### src/rtl/prenorm_stage.sv
// Two-stage pre-normalisation pipeline: classifies two IEEE-754 singles, left-justifies
// denormal fractions with the upstream leading-one counts and unpacks sign/mantissa/exponent.
module prenorm_stage #(
    parameter int unsigned EXPW = 10,
    parameter int unsigned MANW = 24
) (
    input  logic            clk,
    input  logic            rst_n,
    input  logic            in_valid,
    output logic            in_ready,
    input  logic [31:0]     a,
    input  logic [31:0]     b,
    input  logic [4:0]      shifta,
    input  logic [4:0]      shiftb,
    output logic            out_valid,
    input  logic            out_ready,
    output logic            sa,
    output logic            sb,
    output logic [MANW-1:0] ma,
    output logic [MANW-1:0] mb,
    output logic [EXPW-1:0] ea,
    output logic [EXPW-1:0] eb,
    output logic            zero_a,
    output logic            inf_a,
    output logic            nan_a,
    output logic            den_a,
    output logic            err_a,
    output logic            zero_b,
    output logic            inf_b,
    output logic            nan_b,
    output logic            den_b,
    output logic            err_b
);

    localparam int unsigned CW = 1 + MANW + EXPW + 5;

    logic          r_s1_valid;
    logic [31:0]   r_a;
    logic [31:0]   r_b;
    logic [4:0]    r_sha;
    logic [4:0]    r_shb;
    logic          r_out_valid;
    logic [CW-1:0] r_out_a;
    logic [CW-1:0] r_out_b;
    logic          w_s2_free;
    logic          w_s1_free;
    logic [CW-1:0] w_cls_a;
    logic [CW-1:0] w_cls_b;

    // Result layout: {sign, mantissa, exponent, zero, inf, nan, den, err}
    function automatic logic [CW-1:0] classify(input logic [31:0] x, input logic [4:0] s);
        logic [7:0]      e;
        logic [22:0]     f;
        logic [MANW-1:0] m;
        logic [EXPW-1:0] ex;
        logic            z, i, n, d, er;
        e  = x[30:23];
        f  = x[22:0];
        m  = '0;
        ex = '0;
        z  = 1'b0;
        i  = 1'b0;
        n  = 1'b0;
        d  = 1'b0;
        er = 1'b0;
        if (e == 8'hFF) begin
            ex = {{(EXPW-8){1'b0}}, e};
            if (f != 23'd0) begin
                n = 1'b1;
                m = {1'b1, f};
            end else begin
                i = 1'b1;
                m = {1'b1, 23'd0};
            end
        end else if (e == 8'd0) begin
            if (f == 23'd0) begin
                z = 1'b1;
            end else begin
                d = 1'b1;
                // Out-of-range counts are flagged rather than yielding a bogus mantissa
                if (s != 5'd0 && s <= 5'd23) begin
                    m  = {1'b0, f} << s;
                    ex = EXPW'(1) - {{(EXPW-5){1'b0}}, s};
                end else begin
                    er = 1'b1;
                end
            end
        end else begin
            m  = {1'b1, f};
            ex = {{(EXPW-8){1'b0}}, e};
        end
        return {x[31], m, ex, z, i, n, d, er};
    endfunction

    assign w_s2_free = !r_out_valid || out_ready;
    assign w_s1_free = !r_s1_valid || w_s2_free;
    assign in_ready  = w_s1_free;

    always_ff @(posedge clk or negedge rst_n) begin
        if (!rst_n) begin
            r_s1_valid <= 1'b0;
            r_a        <= '0;
            r_b        <= '0;
            r_sha      <= '0;
            r_shb      <= '0;
        end else if (w_s1_free) begin
            r_s1_valid <= in_valid;
            if (in_valid) begin
                r_a   <= a;
                r_b   <= b;
                r_sha <= shifta;
                r_shb <= shiftb;
            end
        end
    end

    always_comb begin
        w_cls_a = classify(r_a, r_sha);
        w_cls_b = classify(r_b, r_shb);
    end

    always_ff @(posedge clk or negedge rst_n) begin
        if (!rst_n) begin
            r_out_valid <= 1'b0;
            r_out_a     <= '0;
            r_out_b     <= '0;
        end else if (w_s2_free) begin
            r_out_valid <= r_s1_valid;
            if (r_s1_valid) begin
                r_out_a <= w_cls_a;
                r_out_b <= w_cls_b;
            end
        end
    end

    assign out_valid = r_out_valid;
    assign {sa, ma, ea, zero_a, inf_a, nan_a, den_a, err_a} = r_out_a;
    assign {sb, mb, eb, zero_b, inf_b, nan_b, den_b, err_b} = r_out_b;

endmodule

### config.mk
export PLATFORM = sky130hd
export DESIGN_NAME = prenorm_stage
export DESIGN_NICKNAME = d
export VERILOG_FILES = /design/src/rtl/prenorm_stage.sv
export SDC_FILE = /design/constraint.sdc
export NUM_CORES = 1
export LEC_CHECK = 0
export ABC_AREA = 1
export CAP_MARGIN = 20
export CORE_MARGIN = 2
export CORE_UTILIZATION = 40
export DETAILED_ROUTE_END_ITERATION = 10
export GPL_TIMING_DRIVEN = 0
export HOLD_SLACK_MARGIN = 0.06
export SLEW_MARGIN = 10
export SYNTH_ARGS = -nofsm -noshare
export SYNTH_HDL_FRONTEND = slang
export SYNTH_SLANG_ARGS = --single-unit
### constraint.sdc
create_clock -name clk -period 4.1 [get_ports clk]
set_input_delay 0.82 -clock clk [delete_from_list [all_inputs] [get_ports clk]]
set_output_delay 0.82 -clock clk [all_outputs]
set_load 0.03 [all_outputs]
==> results of run 1 <==
## worst paths after layout
| check | startpoint | end | slack [ns] | cells past startpoint |
|---|---|---|---|---|
| max | out_ready | in_ready | 1.16 | 4 |
| min | rst_n | r_a[5] | 0.26 | 1 |
| max reg2reg | r_a[6] | r_out_a[24] | 1.76 | 8 |
| min reg2reg | r_out_a[2] | r_out_a[2] | 0.50 | 2 |
| max in group asynchronous | rst_n | r_out_a[9] | 2.97 | 2 |
| min in group clk | r_out_a[2] | r_out_a[2] | 0.50 | 2 |
## cell families after synthesis
| kind of cell | after synthesis |
|---|---|
| AND/OR/NAND/NOR | 725 |
| AO/OA/AOI/OAI | 166 |
| flip-flops | 154 |
| buffers and inverters | 125 |
| multiplexers | 34 |
| adder cells (fa/ha/maj) | 4 |
| XOR/XNOR | 1 |
## metal layers
metal,GRT usage,vias up
met2,0.411,389
li1,-,4357
met4,0.0587,0
met1,0.448,4428
met5,0,-
met3,0.0578,41
## per-stage QoR
stage	hold slack [ns]	instances	setup TNS (ns)
after CTS	0.272	1681	0
after detailed placement	0.472	1649	0
after global placement	0.469	1648	-640.17
final	0.264	1681	0
after floorplan	0.462	1209	0
after global routing	0.281	1681	0
## cells in the final DEF, fill, tap and decap left out, drive strengths merged, types with 3 or more instances in the layout
cell / count
a21boi: 8
a21oi: 70
a22o: 3
a22oi: 18
a31oi: 7
buf: 48
clkbuf: 36
clkdlybuf4s50: 158
clkinv: 7
dfrtp: 154
ha: 4
inv: 67
mux2: 34
nand2: 383
nand3: 160
nand4: 13
nor2: 153
nor3: 8
o211ai: 5
o21ai: 43
o31ai: 8
or2: 5
## critical path: stages
cell                              delay, ns
sky130_fd_sc_hd__clkdlybuf4s50_1       0.45
sky130_fd_sc_hd__inv_1                 0.05
sky130_fd_sc_hd__nand3_1               0.11
sky130_fd_sc_hd__clkdlybuf4s50_1       0.69
## sequential cells by signal, summed over array words and instances (netlist names)
register and count:
r_s1_valid 1, r_shb 5, r_sha 5, r_out_a 39, r_a 32, r_b 32
out_valid 1, r_out_b 39
## final cells by class
| class | count | area (sq um) |
|---|---|---|
| Inverter | 60 | 228 |
| Tap cell | 280 | 350 |
| Multi-Input combinational cell | 930 | 4580 |
| Clock buffer | 17 | 425 |
| Buffer | 65 | 330 |
| Sequential cell | 154 | 3850 |
| Fill cell | 2159 | 10400 |
| Timing Repair Buffer | 160 | 1620 |
| Clock inverter | 15 | 198 |
## cells in the mapped netlist (all sizes together)
master / instances / area (sq um)
nand2: 383 / 1470
nand3: 160 / 836
dfrtp: 154 / 3850
nor2: 153 / 654
a21oi: 70 / 350
inv: 60 / 228
buf: 46 / 259
o21ai: 43 / 234
mux2: 34 / 383
clkbuf: 19 / 71.3
a22oi: 18 / 150
nand4: 13 / 81.3
a21boi: 8 / 60.1
nor3: 8 / 56.3
o31ai: 8 / 60.1
a31oi: 7 / 43.8
o211ai: 5 / 37.5
or2: 5 / 31.3
ha: 4 / 50.1
a22o: 3 / 26.3
and2: 2 / 12.5
a21o: 1 / 7.51
nand3b: 1 / 7.51
o2111ai: 1 / 8.76
o21a: 1 / 7.51
o22a: 1 / 8.76
xor2: 1 / 8.76
## power by group through the flow
stage	logic, mW	clock network (mW)	registers (mW)
final	2.54	1.67	2.12
after global routing	2.75	1.76	2.16
after CTS	2.52	1.69	2.12
after detailed placement	2.51	0	2.14
after global placement	2.50	0	2.14
after floorplan	1.13	0	2.48
==> results.md, run 1 <==
- The number of clock sinks is 154.
- Along the worst path, the maximum fanout reaches 3.
- The number of H-tree levels is 4.
- The total length of routed met3 wires is 2650 um.
- Cell internal power was estimated by the tool at 3.65 mW.
- The number of gates resized after cts is 0.
- After detailed placement, the total cell area comes to 11000 sq um.
- The synthesized area divided by synthesized cell count is 7.44 sq um.
- The global router's overall resource usage is 0.288.
- Synthesis inferred 154 register bits.
- The class of the tightest hold or removal check is primary input to asynchronous set/reset pin.
- The final worst-path setup slack is 1.16 ns.
- The number of antenna violations at the first check in global routing is 0.
- The total global routing overflow is 0.
- The proportion of total power due to net switching is 0.423.
- The floorplan step set the die width to 154 um.
- The core utilization of the finished layout is 0.528.
- The peak ir drop on the vdd network is 0.308 mV.
- The die height is 154 um.
- The global-route wire length before repair is 51900 um.
- After legalization and detailed placement, the total HPWL measured 25700 um.
- The number of iterations in the first detailed-routing pass is 7.
- The overall routed net length is 33900 um.
- The final hold violation count is 0.
- The number of global-route vias before repair was 8580.
- The number of clock buffers added by TritonCTS is 17.
- The latest clock arrival within the worst-skew pair is 0.44 ns.
- In this run the static leakage power is 5.37 nW.
- OpenSTA, run right after detailed placement, puts the worst setup slack at 1.14 ns.
- Setup repair after global routing left no endpoint under its margin.
- The number of diodes is 0.
- The number of pins exceeding their max-slew limit in the final report is 0.
- For this design, the CTS-stage hold fixing added 0 buffers.
- Synthesis produced a netlist with a net count of 1291.
- Synthesis instantiated 47 different standard cells from the library.
- The fraction of the mapped netlist area in compound gates is 0.111.
- The switching component of the power is 2.67 mW.
- The total setup violations reported at the end of the flow is 0.
- The max-capacitance violation count is 0.
- The part of the power in combinational logic is 0.402.
- The final instance area is 11600 sq um.
- The via count is 9215.
- The share of total power in sequential cells is 0.335.
- The clock arrives with 0.0147 ns of skew.
- Of the total synthesized cell area, the portion taken by full adders, half adders and majority gates is 0.00557.
- The layout cell share with drive strength beyond 1 is 0.101.
- By area, the combinational part of the netlist is dominated by simple AND/OR/NAND/NOR gates.
- The clock tree from TritonCTS is yes.
- The maximum clock frequency is 341 MHz.
- For the worst setup path, the data arrival time is 2.12 ns.
- Of the total power, the clock network draws 0.263.
- The net count of the finished layout is 1470.
- The count of synthesis-stage warnings from yosys is 0.
- After detailed routing, the number of remaining DRC violations is 0.
- The worst pin sits at a relative slew slack of 0.503.
- The number of cell rows is 54.
- The detailed router finished its first iteration with 889 violations.
- Of the synthesized area, sequential elements account for 0.429.
- Of the total synthesized cell area, the portion taken by AND, OR, NAND and NOR gates is 0.350.
- Dividing the detail-routed via count by the number of cells gives 5.48.
- The floorplan step defined a core boundary enclosing 22000 sq um.
- Synthesis handed over a netlist of 1209 instances.
- The power density over cell area is 546 nW/um^2.
- The maximum number of pins on one net before global-route repair is 109.
- The proportion of synthesized area in mux cells is 0.0426.
- The number of primary I/O pins is 160.
- The worst setup path is of the primary input to output port kind.
- The highest routing layer actually used is met4.
- The count of antenna-violating nets left after detailed routing is 0.
- Clock-pin slew was measured on the worst setup and hold paths at 0.08 ns.
- At the end of routability-driven placement, the weighted congestion stood at 0.975.
- The synthesized netlist occupies a cell area of 8990 sq um.
- The run finished with clean final reports.
- In this run the tool buffered the top-level ports with 159 buffer cells.
- The post-route clock period utilization is 0.716.
- The required arrival time at the worst endpoint is 3.28 ns.
- At the pin with the least slew margin, the transition time is 0.745 ns.
- The type of origin of the critical path is a primary input.
- The wire length per cell is 20.1 um.
- For this configuration, the core starts out at a cell density of 0.410.
- The post-route met1 wirelength is 16700 um.
- The floorplan step defined a die boundary enclosing 23700 sq um.
- After clock tree synthesis, the setup repair step added 0 buffers.
- The master cell of the clock root buffer is sky130_fd_sc_hd__clkbuf_16.
- Relative to the synthesized area, the layout overhead comes to 28.9%.
- The design draws 6.33 mW.
- The clock passes through at most 2 buffers.
- The time the final worst path needs with I/O delays and setup is 2.94 ns.
- Summed over all nets, wire length on met2 after detailed routing comes to 14100 um.
- The critical path capture point type is an output port.
- The xor and xnor area share after synthesis is 0.000974.
Note: power is estimated with default switching activity, not from simulation.
==> inputs of run 2 (changes only) <==
==> constraint.sdc (replaced) <==
create_clock -name clk -period 3.1 [get_ports clk]
set_input_delay 0.62 -clock clk [delete_from_list [all_inputs] [get_ports clk]]
set_output_delay 0.62 -clock clk [all_outputs]
set_load 0.03 [all_outputs]
==> results of run 2 <==
The final DEF is identical to that of run 1. Status: completed.
Among the figures that moved: setup slack after placement 1.14 ns -> 0.343 ns; setup slack after layout 1.16 ns -> 0.564 ns; hold slack 0.264 ns -> 0.0640 ns; register-to-register setup slack 1.76 ns -> 0.76 ns; total power 6.33 mW -> 8.37 mW; worst IR drop on VDD 0.308 mV -> 0.407 mV
==> inputs of run 3 (changes only) <==
==> constraint.sdc (replaced) <==
create_clock -name clk -period 2.6 [get_ports clk]
set_input_delay 0.52 -clock clk [delete_from_list [all_inputs] [get_ports clk]]
set_output_delay 0.52 -clock clk [all_outputs]
set_load 0.03 [all_outputs]
==> run 3 against run 2 <==
Against the previous run: global-route usage unchanged; clock power up 19%; critical path depth unchanged; sequential share of layout area about the same; flip-flop and latch count unchanged; combinational power up 19%; core utilization about the same; register-to-register slack worse by 0.49 ns; non-clock buffer count up 1.
==> results.md, run 3 (synthesized netlist as in run 1, its figures left out) <==
- At the pin with the least slew margin, the transition time is 0.760 ns.
- The root buffer cell chosen for the clock tree is sky130_fd_sc_hd__clkbuf_16.
- The number of diodes is 0.
- The number of buffers added for setup after CTS is 0.
- The number of pins exceeding their max-slew limit in the final report came to 0.
- The final worst-path setup slack is 0.264 ns.
- The initial utilization of the core area, before any placement, comes to 0.410.
- The die covers 23700 sq um.
- The maximum number of pins on one net before global-route repair is 109.
- The run finished with clean final reports.
- The internal power component is 5.76 mW.
- The area growth from synthesis to final layout is 29.0%.
- The top cell types in the final layout, fill and taps aside, are sky130_fd_sc_hd__nand2_1 (376), sky130_fd_sc_hd__clkdlybuf4s50_1 (158), sky130_fd_sc_hd__nand3_1 (156), sky130_fd_sc_hd__dfrtp_1 (154), sky130_fd_sc_hd__nor2_1 (144).
- The total overflow left after global routing is 0.
- The part of the power in combinational logic is 0.402.
- The clock tree from TritonCTS is yes.
- The required arrival time at the worst endpoint is 2.08 ns.
- Setup repair after global routing left no endpoint under its margin.
- The total of fill cells in the finished design is 2158.
- The highest net fanout along the worst path is 3.
- The congestion estimate from routability-driven global placement came to 0.975.
- After clock tree synthesis, the flow added hold-fix buffers numbering 1.
- The routed design has 33800 um of wire.
- Of the total power, the share spent switching nets is 0.422.
- The floorplan step set the die height to 154 um.
- The critical path class is primary input to output port.
- The number of DRC markers after the initial detailed-route iteration is 838.
- In this run the core area contains 54 standard-cell rows.
- Max-cap violations in this run came to 0.
- In this run the tool buffered the top-level ports with 159 buffer cells.
- The first detailed-routing pass ran for 6 iterations.
- Of the total power, the clock network draws 0.263.
- Headroom to the max-slew limit came out at 0.493.
- The time the final worst path needs with I/O delays and setup is 2.34 ns.
- The number of global-route vias before repair is 8580.
- In the final layout, the registers with the most flip-flops are r_out_a (39), r_out_b (39).
- The class of the tightest hold or removal check is flop to flop.
- The worst endpoint data arrival time is 1.82 ns.
- The total leakage power is 5.38 nW.
- The power density over cell area is 859 nW/um^2.
- Counting every sink on the clock net gives 154.
- The type of origin of the critical path is a primary input.
- The number of gates resized after cts is 0.
- The via count is 9150.
- Setup violations remaining at the end of the flow were counted as 0.
- The latest clock arrival within the worst-skew pair is 0.43 ns.
- The global-route wire length before repair is 51900 um.
- STA classifies the critical path endpoint as an output port.
- The core utilization of the finished layout is 0.528.
- Setup total negative slack on the finished layout was measured at 0 ns.
- The H-tree generated during clock tree synthesis spans 4 levels.
- The number of DRC violations after detailed routing is 0.
- The peak ir drop on the vdd network is 0.485 mV.
- Dividing the detail-routed via count by the number of cells gives 5.44.
- Overall power consumption after layout is estimated at 9.96 mW.
- The post-route clock period utilization is 0.899.
- The number of antenna violations at the first check in global routing is 0.
- Summed over all nets, the half-perimeter wirelength after detailed placement is 25700 um.
- Across every metal layer, demand over resource in global routing totals 0.288.
- The width of the chip is 154 um.
- For this run, the post-layout net count is 1471.
- The standard cell core area is 22000 sq um.
- The most common library cell in the layout ignoring fill and taps is sky130_fd_sc_hd__nand2_1.
- The post-CTS clock slew at the launch and capture registers of the worst setup and hold paths is 0.07 ns.
- The switching component of the power is 4.20 mW.
- TritonCTS created 17 clock buffers.
- In this run the count of I/O pins placed on the die edge is 160.
- The share of total power in sequential cells is 0.335.
- The final hold violation count was 0.
- For the final database, setup skew stands at 0.0154 ns.
- The worst hold margin is 0.486 ns.
- The count of antenna-violating nets left after detailed routing is 0.
- Of the cells placed in the final design, the portion with a size suffix greater than 1 is 0.101.
- The buffer depth of the longest clock path is 2.
- Prior to clock tree synthesis, the placed netlist has a worst setup slack of -0.0569 ns.
- In the final routed layout, each cell accounts on average for 20.1 um.
- The maximum clock frequency is 428 MHz.
==> run 3: cell count changes in the layout (fill, tap and decap cells not counted) <==
cell	change
sky130_fd_sc_hd__dlygate4sd3_1	+1
==> run 3: power by group through the flow <==
stage	logic (mW)	registers [mW]	clock network (mW)
4_1_cts	3.97	3.34	2.66
5_1_grt	4.33	3.41	2.77
3_3_place_gp	3.95	3.37	0
2_1_floorplan	1.78	3.91	0
6_report	4.00	3.34	2.62
3_5_place_dp	3.95	3.37	0
==> run 3: path summary, 6_finish.rpt <==
path	start	endpoint	slack [ns]	cells after the start
max	out_ready	in_ready	0.26	4
min	r_out_b[4]	r_out_b[4]	0.49	2
max reg2reg	r_a[6]	r_out_a[24]	0.27	8
min reg2reg	r_out_b[4]	r_out_b[4]	0.49	2
max in group asynchronous	rst_n	r_out_a[0]	1.17	3
min in group asynchronous	rst_n	r_a[5]	0.56	2
==> run 3: critical path: stages <==
cell and delay [ns]:
sky130_fd_sc_hd__clkdlybuf4s50_1 0.45, sky130_fd_sc_hd__inv_1 0.05, sky130_fd_sc_hd__nand3_1 0.11, sky130_fd_sc_hd__clkdlybuf4s50_1 0.69
==> run 3: final cells by class <==
cell class | instances | area [sq um] | area share
multi-input cells | 930 | 4580 | 0.395
plain buffers | 65 | 330 | 0.0285
flip-flops and latches | 154 | 3850 | 0.332
clock buffers | 17 | 425 | 0.0367
clock inverters | 15 | 198 | 0.0170
repair buffers | 161 | 1630 | 0.141
inverters | 60 | 228 | 0.0196
well taps | 280 | 350 | 0.0302
==> run 3: layer usage <==
| metal | up-vias | global-route usage | wire (um) |
|---|---|---|---|
| li1 | 4364 | - | - |
| met1 | 4375 | 0.448 | 16700 |
| met2 | 381 | 0.411 | 14100 |
| met3 | 30 | 0.0578 | 2550 |
| met4 | 0 | 0.0587 | 387 |
| met5 | - | 0 | 0 |
==> run 3: per-stage QoR <==
stage          std cells  cell area (sq um)
2_1_floorplan       1209               8990
3_3_place_gp        1648              10900
3_5_place_dp        1649              11000
4_1_cts             1682              11600
5_1_grt             1682              11600
6_report            1682              11600
